--- src/rtl/mem_arb.sv ---
// Single-port memory arbiter: shares one synchronous memory between instruction fetch and
// load/store, with a run limit on back-to-back data grants while a fetch is waiting.
module mem_arb #(
  parameter int unsigned AW      = 16,
  parameter int unsigned DW      = 32,
  parameter int unsigned MEM_LAT = 2,
  parameter int unsigned MAX_RUN = 4
) (
  input  logic          clk,
  input  logic          rst_f,
  // Fetch side
  input  logic          if_req,
  input  logic [AW-1:0] if_addr,
  output logic          if_gnt,
  output logic          if_rdy,
  output logic [DW-1:0] if_rdata,
  // Load/store side
  input  logic          dm_req,
  input  logic          dm_we,
  input  logic [AW-1:0] dm_addr,
  input  logic [DW-1:0] dm_wdata,
  output logic          dm_gnt,
  output logic          dm_rdy,
  output logic [DW-1:0] dm_rdata,
  // Memory port
  output logic          mem_en,
  output logic          mem_we,
  output logic [AW-1:0] mem_addr,
  output logic [DW-1:0] mem_wdata,
  input  logic [DW-1:0] mem_rdata,
  output logic          busy
);

  localparam int unsigned WCW = (MEM_LAT > 1) ? $clog2(MEM_LAT) : 1;
  localparam int unsigned RCW = $clog2(MAX_RUN + 1);

  typedef enum logic [1:0] {
    StIdle,
    StIssue,
    StWait,
    StDone
  } state_e;

  state_e           r_state;
  logic [WCW-1:0]   r_wait_cnt;
  logic [RCW-1:0]   r_run_cnt;
  logic             r_owner_dm;
  logic             r_we;

  logic             w_any_req;
  logic             w_grant_dm;

  // Data wins ties until it has taken MAX_RUN grants in a row past a waiting fetch.
  assign w_any_req  = if_req | dm_req;
  assign w_grant_dm = dm_req & (~if_req | (r_run_cnt != RCW'(MAX_RUN)));

  always_ff @(posedge clk or negedge rst_f) begin
    if (!rst_f) begin
      r_state    <= StIdle;
      r_wait_cnt <= '0;
      r_run_cnt  <= '0;
      r_owner_dm <= 1'b0;
      r_we       <= 1'b0;
      if_gnt     <= 1'b0;
      if_rdy     <= 1'b0;
      if_rdata   <= '0;
      dm_gnt     <= 1'b0;
      dm_rdy     <= 1'b0;
      dm_rdata   <= '0;
      mem_en     <= 1'b0;
      mem_we     <= 1'b0;
      mem_addr   <= '0;
      mem_wdata  <= '0;
      busy       <= 1'b0;
    end else begin
      if_gnt <= 1'b0;
      dm_gnt <= 1'b0;
      if_rdy <= 1'b0;
      dm_rdy <= 1'b0;
      mem_en <= 1'b0;
      mem_we <= 1'b0;

      unique case (r_state)
        StIdle: begin
          if (w_any_req) begin
            r_state    <= StIssue;
            busy       <= 1'b1;
            mem_en     <= 1'b1;
            r_owner_dm <= w_grant_dm;
            if (w_grant_dm) begin
              dm_gnt    <= 1'b1;
              mem_addr  <= dm_addr;
              mem_wdata <= dm_wdata;
              mem_we    <= dm_we;
              r_we      <= dm_we;
              r_run_cnt <= if_req ? r_run_cnt + 1'b1 : '0;
            end else begin
              if_gnt    <= 1'b1;
              mem_addr  <= if_addr;
              r_we      <= 1'b0;
              r_run_cnt <= '0;
            end
          end
        end

        StIssue: begin
          r_state    <= StWait;
          r_wait_cnt <= '0;
        end

        StWait: begin
          if (r_wait_cnt == WCW'(MEM_LAT - 1)) begin
            r_state <= StDone;
            if (r_owner_dm) begin
              dm_rdy <= 1'b1;
              if (!r_we) dm_rdata <= mem_rdata;
            end else begin
              if_rdy   <= 1'b1;
              if_rdata <= mem_rdata;
            end
          end else begin
            r_wait_cnt <= r_wait_cnt + 1'b1;
          end
        end

        StDone: begin
          r_state <= StIdle;
          busy    <= 1'b0;
        end

        default: begin
          r_state <= StIdle;
          busy    <= 1'b0;
        end
      endcase
    end
  end

endmodule

--- config.mk ---
export PLATFORM = sky130hd
export DESIGN_NAME = mem_arb
export DESIGN_NICKNAME = d
export VERILOG_FILES = /design/src/rtl/mem_arb.sv
export SDC_FILE = /design/constraint.sdc
export NUM_CORES = 1
export LEC_CHECK = 0
export ABC_AREA = 0
export CAP_MARGIN = 25
export CORE_MARGIN = 10
export CORE_UTILIZATION = 38
export CTS_CLUSTER_SIZE = 12
export DETAILED_ROUTE_END_ITERATION = 8
export PLACE_DENSITY = 0.77
export SETUP_SLACK_MARGIN = 0.3
export SLEW_MARGIN = 20
export SYNTH_ARGS = -nofsm -noshare
export SYNTH_HDL_FRONTEND = slang
export SYNTH_SLANG_ARGS = --single-unit
export TNS_END_PERCENT = 5
--- constraint.sdc ---
create_clock -name clk -period 1.6 [get_ports clk]
set_input_delay 0.48 -clock clk [delete_from_list [all_inputs] [get_ports clk]]
set_output_delay 0.48 -clock clk [all_outputs]
set_load 0.03 [all_outputs]
Word-level counts from Yosys, hierarchy flattened. Cells that the tools add are included.

Bits in registers: 127. Input bits: 101. Output and inout port bits: 119. Logic and storage cells: 66.

Add/subtract/negate cells: 2. Equality and inequality tests: 6. Multiplexer cells: 27. Bitwise gates (word level): 6. Reductions and logical operators: 9.

Operator list (count): $mux W1 (19); $mux W16 (1); $pmux W2 S4 (1); $mux W3 (2); $reduce_and A2 Y1 (3); $reduce_and A3 Y1 (2); $eq A2 B2 Y1 const B (2); $mux W2 (2); $ne A2 B2 Y1 const B (2); $pmux W1 S2 (2); $reduce_and A4 Y1 (1); $reduce_bool A2 Y1 (2); $add A3 B1 Y3 const B (1); $ne A3 B3 Y1 const B (1); $not A1 Y1 (3); $eq A2 B1 Y1 const B (1); $logic_not A2 Y1 (1); $or A1 B1 Y1 (2); $add A1 B1 Y1 const B (1); $and A1 B1 Y1 (1).

Depth between registers and ports, before layout. Gate-level depths: netlist of run 1.

Depth after elaboration: 6. Mapped depth: 7. Gate-level depth less buffers: 5.

Worst setup path before layout of run 1. Ideal clock, no wire load.

Kind: register -> register. Start: register r_state[0]. End: register dm_rdata[10]. Setup time: 125 ps. Arrival: 1601 ps. Required time: 1475 ps. Path slack: -126 ps. Stages on the path, launching flop included: 8. Path buffers: 2. Period minus slack after synthesis: 1726 ps. Cells stage by stage: dfrtp_1 > inv_1 > ha_1 > and3_1 > nand2b_1 > clkbuf_1 > buf_2 > mux2_2.

Cells in the longest elaborated chain, start to end: 2.

Ends and longest elaborated chain: from (decl) (RTL line 44) `state_e r_state;`; from (signal assigned) (RTL line 59) `r_state <= StIdle;`; from (signal assigned) (RTL line 86) `r_state <= StIssue;`; from (signal assigned) (RTL line 107) `r_state <= StWait;`; $eq A2 B2 Y1 (RTL line 83) `unique case (r_state)`; $reduce_and A4 Y1 (no line); to (signal assigned) (RTL line 116) `if (!r_we) dm_rdata <= mem_rdata;`; to (decl) (RTL line 24) `output logic [DW-1:0] dm_rdata,`.

Every way passes these cells. A chain may end at the register's enable or synchronous reset.

Final worst setup path of run 1.
Start: register r_state[1]. End: register mem_wdata[5].

Cells in the longest elaborated chain, start to end: 2.

Ends and longest elaborated chain: $logic_not A2 Y1 (RTL line 83); $reduce_and A3 Y1 (no line); to (signal assigned) (RTL line 93) `mem_wdata <= dm_wdata;`; to (decl) (RTL line 29) `output logic [DW-1:0] mem_wdata,`.

Every way passes these cells.

==> results of run 1 <==
==> path summary, 6_finish.rpt <==
kind                             from            end  slack (ps)  cells after the start
hold reg to reg            r_owner_dm     r_owner_dm         490                      1
setup / recovery           r_state[1]   mem_wdata[5]         -70                      7
setup reg to reg           r_state[1]   mem_wdata[5]         -70                      7
hold / removal             r_owner_dm     r_owner_dm         490                      1
max in group asynchronous       rst_f    mem_addr[9]         450                      3
min in group asynchronous       rst_f  mem_wdata[28]         530                      2
==> worst max-delay path, stage by stage, from the launching register on <==
cell and delay (ps):
dfrtp_1 410, inv_2 80, ha_4 170, nand2_4 60
a31oi_4 210, buf_6 160, clkbuf_16 170, mux2_4 290
==> power breakdown <==
group,switching (mW),total [mW],internal [mW],leakage (nW)
Sequential,1.20,6.02,4.82,1.52
Clock,1.41,4.10,2.69,0.305
Combinational,5.28,11.1,5.80,2.24
==> routing by layer <==
metal / GRT usage / vias to the layer above / share of wire
li1: - / 1633 / -
met1: 0.176 / 1823 / 0.39
met2: 0.285 / 138 / 0.52
met3: 0.0737 / 12 / 0.077
met4: 0.0453 / 0 / 0.0077
met5: 0 / - / 0
==> what timing repair did <==
| action | in CTS | in global routing |
|---|---|---|
| setup buffers | 6 | 4 |
| resized for setup | 757 | 99 |
| endpoints found under the hold margin | 18 | 0 |
| hold buffers | 1 | 0 |
| gates cloned | 2 | 3 |
| pin swaps | 2 | 11 |
| setup endpoints to repair | 242 | 242 |
==> per-stage QoR <==
stage,cells,TNS [ps],total power [mW],util,setup slack [ps]
global placement,703,-18420,15.3,0.598,-365
floorplan,310,0,11.0,-,21.2
CTS,744,-1920,20.4,0.667,-59.3
global route,751,-3630,22.2,0.696,-124
detailed placement,703,-20470,15.6,0.598,-417
finish,751,-1690,21.2,0.696,-70.1
==> cell families after synthesis <==
kind of cell | Yosys count | share of synthesized area
buffers and inverters | 23 | 0.0228
multiplexers | 98 | 0.226
adder cells (fa/ha/maj) | 5 | 0.0128
AO/OA/AOI/OAI | 29 | 0.0560
AND/OR/NAND/NOR | 28 | 0.0335
flip-flops | 127 | 0.649
==> registers in the layout, summed over array words and instances (netlist names), 2 cells and up <==
signal and count:
r_state 2, r_run_cnt 3, dm_rdata 32, mem_wdata 32
if_rdata 32, mem_addr 16
==> cell usage in the layout, fill, tap and decap left out, types with 2 or more instances in the layout <==
| master | n |
|---|---|
| bufinv_16 | 4 |
| a221o_1 | 16 |
| dfrtp_1 | 127 |
| buf_6 | 112 |
| mux2_2 | 44 |
| a21oi_2 | 2 |
| a32o_1 | 2 |
| buf_4 | 18 |
| clkdlybuf4s50_1 | 98 |
| o22ai_1 | 2 |
| mux2_4 | 53 |
| ha_4 | 2 |
| and2_1 | 17 |
| clkinv_2 | 2 |
| ha_1 | 2 |
| clkinvlp_4 | 3 |
| clkinv_4 | 4 |
| inv_1 | 3 |
| clkbuf_8 | 2 |
| buf_12 | 16 |
| inv_2 | 4 |
| clkbuf_16 | 20 |
| buf_16 | 2 |
| nand2_1 | 3 |
==> final cells by class <==
cell class / count / area share
clock inverters: 13 / 0.0214
clock buffers: 19 / 0.0516
inverters: 7 / 0.00299
multi-input cells: 160 / 0.211
repair buffers: 253 / 0.326
flip-flops and latches: 127 / 0.362
well taps: 172 / 0.0245
==> synth_stat cells, drive strengths merged <==
cell type  instances  area [sq um]
dfrtp            127          3180
mux2              98          1100
and2              18           113
a221o             16           160
buf               13          72.6
inv                7          26.3
ha                 5          62.6
nand2              4          15.0
clkbuf             3          12.5
a21oi              2          13.8
a32o               2          20.0
nand2b             2          12.5
o22ai              2          12.5
a21boi             1          7.51
a21o               1          7.51
a22o               1          8.76
a31o               1          8.76
a31oi              1          21.3
and3               1          6.26
nand3b             1          7.51
nor2               1          3.75
nor2b              1          6.26
o21ai              1          5.00
o22a               1          8.76
==> out/qor.csv, run 1 <==
metric,value,unit
Post-Syn Nets,416,
Die Area,17800,sq um
CTS H-tree lvls,4,
first-pass GRT wire length,23100,um
port bufs,219,
First DRT Iteration DRCs,90,
Highest Clock Rate,599,MHz
setup violators final,32,
Starting Density,0.388,
syn avg cell area,15.8,sq um
Tot GR Track Use,0.164,
die height,133,um
"Design Area, Final",8780,sq um
Multi-input gate area,1860,sq um
RD Place Congestion,0.715,
Avg WL per Cell,20.5,um
Routed Antenna Nets,0,
"Distinct cells, synth",28,
status,"complete, but fails checks",
warning count from the yosys run,0,
vias per cell,4.80,
Yosys reg bits,127,
critical path endpoint category,flop,
Crit Path Class,reg -> reg,
initial antenna violation count,0,
clk_lat worst skew,410,ps
CTS tree,yes,
Detailed Place HPWL,10700,um
worst vdd ir,1.10,mV
DRT Pass-1 Iters,4,
num rows,41,
Storage cell area,3180,sq um
DRC,0,
Post-Syn Instances,310,
Max Cap Viol,0,
fin crit share,1.04,
Clock Skew,4.75,ps
CTS max path bufs,2,
fraction of layout cells with a size suffix above 1,0.513,
placed instance area,7550,sq um
Final Hold Vio Count,0,
CP max FO,7,
Slew @ Worst Pin,328,ps
CTS root buffer,clkbuf_16,
gr ovfl total,0,
failing checks,setup timing,
Final Max Slew Viols,0,
clock buffer count from CTS,17,
vias in the first global route,4057,
Startpoint Class,flop,
post-layout min period,1670,ps
diodes inserted,0,
largest net degree at the start of global routing,40,
IO Count,220,
power per cell area,2410,nW/um^2
DIE WIDTH,133,um
Routed WL,15400,um
worst hold path class,reg -> reg,
Clock transition at path regs,60,ps
WP data required,1890,ps
Static Leak,4.06,nW
area grow syn2layout,79.5,%
setup ws final,-70.1,ps
Worst Hold Margin,491,ps
Fillers,868,
Core ar.,12600,sq um
RSZ-0062 raised after global routing,yes,
Syn Std Cell Area,4890,sq um
Slew HR,0.781,
Clock Sink Count,127,
nets,672,
DR vias,3606,
Critical Path AT,1960,ps
post-synthesis sequential area ratio,0.649,
Power figures use the tool's default switching activity.
==> inputs of run 2 (changes only) <==
Settings changed: ABC_CLOCK_PERIOD_IN_PS set to 1600, CORE_ASPECT_RATIO set to 0.6.
==> run 2 against run 1 <==
  * Critical path depth is 1 lower
  * Clock power is 4% lower
  * Wire length is 1.2% higher
  * Critical endpoint is now mem_wdata[8]
  * The run still ends with setup timing left
  * Largest power group unchanged
  * Fmax is 2.7% higher
==> out/qor.csv, run 2 (same netlist as run 1, synthesis figures left out) <==
metric,value,unit
post-layout min period,1630,ps
Die Area,18000,sq um
Flop pwr share,0.291,
Reg2Reg Depth,7,
Clock Skew,7.77,ps
Starting Density,0.397,
CTS root buffer,clkbuf_16,
critical path endpoint category,flop,
Slew HR,0.815,
Crit Path Class,in -> reg,
Tot GR Track Use,0.162,
gr ovfl total,0,
RD Place Congestion,0.754,
nets,674,
Clock transition at path regs,60,ps
worst vdd ir,1.15,mV
largest net degree at the start of global routing,52,
CTS H-tree lvls,4,
port bufs,219,
"commonest cells after routing, fill and taps aside","dfrtp_1 (127), buf_6 (107), clkdlybuf4s50_1 (98)",
Avg WL per Cell,20.9,um
Final Hold Vio Count,0,
vias in the first global route,4051,
IO Count,220,
cell internal pwr,12.8,mW
Critical Path AT,1910,ps
slowest CP cell,clkdlybuf4s50_1,
largest registers,"dm_rdata x32, if_rdata x32, mem_wdata x32",
status,"complete, but fails checks",
num rows,31,
DRC,0,
Core ar.,12300,sq um
fin crit share,1.02,
Routed WL,15600,um
area grow syn2layout,76.5,%
First DRT Iteration DRCs,187,
Buf/Inv on CP,3,
critical path's top delay family,buffers and inverters,
clk_lat worst skew,400,ps
Place WS,-411,ps
Routed Antenna Nets,0,
setup violators final,36,
Placed Cells incl. Taps,697,
clock buffer count from CTS,17,
CP max FO,7,
"critical path, cell by cell","clkdlybuf4s50_1, nand2_4, a31oi_4, buf_12, buf_6, mux2_2",
Static Leak,3.93,nW
vias per cell,4.81,
Fillers,811,
DRT Pass-1 Iters,4,
NetSw,7.90,mW
DIE WIDTH,167,um
Post-Layout Cell Count,746,
power per cell area,2400,nW/um^2
WP data required,1880,ps
hold path depth,1,
switch share,0.381,
worst hold path class,reg -> reg,
Slowest Stage Delay on Critical Path,530,ps
RSZ-0062 raised after global routing,yes,
Final Max Slew Viols,0,
die height,108,um
"commonest non-fill, non-tap cell in the layout",dfrtp_1,
Pwr Total,20.7,mW
first-pass GRT wire length,23200,um
Clk pwr share,0.189,
CTS max path bufs,2,
fraction of layout cells with a size suffix above 1,0.513,
Clock Sink Count,127,
Detailed Place HPWL,10800,um
CTS tree,yes,
Worst Hold Margin,507,ps
Startpoint Class,input pin,
Slew @ Worst Pin,278,ps
power share of the combinational group,0.520,
WP depth,6,
Highest Clock Rate,615,MHz
DR vias,3587,
Max Cap Viol,0,
setup ws final,-26.8,ps
initial antenna violation count,0,
diodes inserted,0,
failing checks,setup timing,
Final Util,0.700,
run 2: cell count changes in the layout (fill, tap and decap cells not counted), moves of 2 or more:
cell | previous run | this run
buf_4 | 18 | 21
mux2_2 | 44 | 66
clkdlybuf4s18_2 | 0 | 7
buf_12 | 16 | 14
buf_16 | 2 | 0
buf_6 | 112 | 107
mux2_4 | 53 | 31
run 2: worst paths after layout:
| kind | start | end | slack (ps) |
|---|---|---|---|
| setup / recovery | dm_req | mem_wdata[8] | -30 |
| hold / removal | r_owner_dm | r_owner_dm | 510 |
| setup reg to reg | r_state[0] | if_rdata[24] | -20 |
| hold reg to reg | r_owner_dm | r_owner_dm | 510 |
| max in group asynchronous | rst_f | if_rdata[31] | 520 |
| min in group asynchronous | rst_f | mem_wdata[24] | 530 |
run 2: worst reg2reg max path, delay by kind of cell (launching register included):
kind	cells	cell delay (ps)
muxes	1	300
DFF	1	380
adders and majority gates	1	180
buffers and inverters	4	530
and+or+nand+nor	1	100
run 2: through the flow:
step                TNS [ps]  instance area, sq um
floorplan                  0                  4950
detailed placement    -20990                  7500
CTS                     -148                  8250
finish                  -211                  8630
global route           -3650                  8630
global placement      -19600                  7500
run 2: what timing repair did:
item / 4_1_cts / 5_1_grt
hold buffers: 1 / 0
gates cloned: 0 / 8
pin swaps: 0 / 2
gates resized for setup: 747 / 75
buffers inserted: 1 / 7
setup endpoints to repair: 240 / 242
endpoints found under the hold margin: 16 / 0
run 2: final cells by class:
type | count | area (sq um) | share of cell area
multi-input combinational | 160 | 1780 | 0.206
sequential | 127 | 3180 | 0.368
clock inverter | 13 | 164 | 0.0190
tap | 165 | 206 | 0.0239
inverter | 7 | 26.3 | 0.00304
clock buffer | 19 | 443 | 0.0513
timing repair buffer | 255 | 2840 | 0.329
run 2: per-layer routing:
layer | routed length [um] | GRT usage | up-vias
met2 | 7610 | 0.277 | 135
li1 | - | - | 1623
met1 | 6770 | 0.188 | 1813
met4 | 193 | 0.0581 | 0
met5 | 0 | 0 | -
met3 | 1050 | 0.0547 | 16
run 2: power by group through the flow:
stage	logic, mW	clock network, mW	registers, mW
floorplan	2.42	0	8.57
global placement	9.60	0	5.64
detailed placement	9.80	0	5.75
CTS	10.1	3.99	5.97
global route	11.3	4.18	6.22
finish	10.8	3.92	6.03
==> inputs of run 3 (changes only) <==
Settings changed: CORE_ASPECT_RATIO 0.6 to unset.
==> results of run 3 <==
The final DEF is identical to that of run 1; final timing and power are the same.
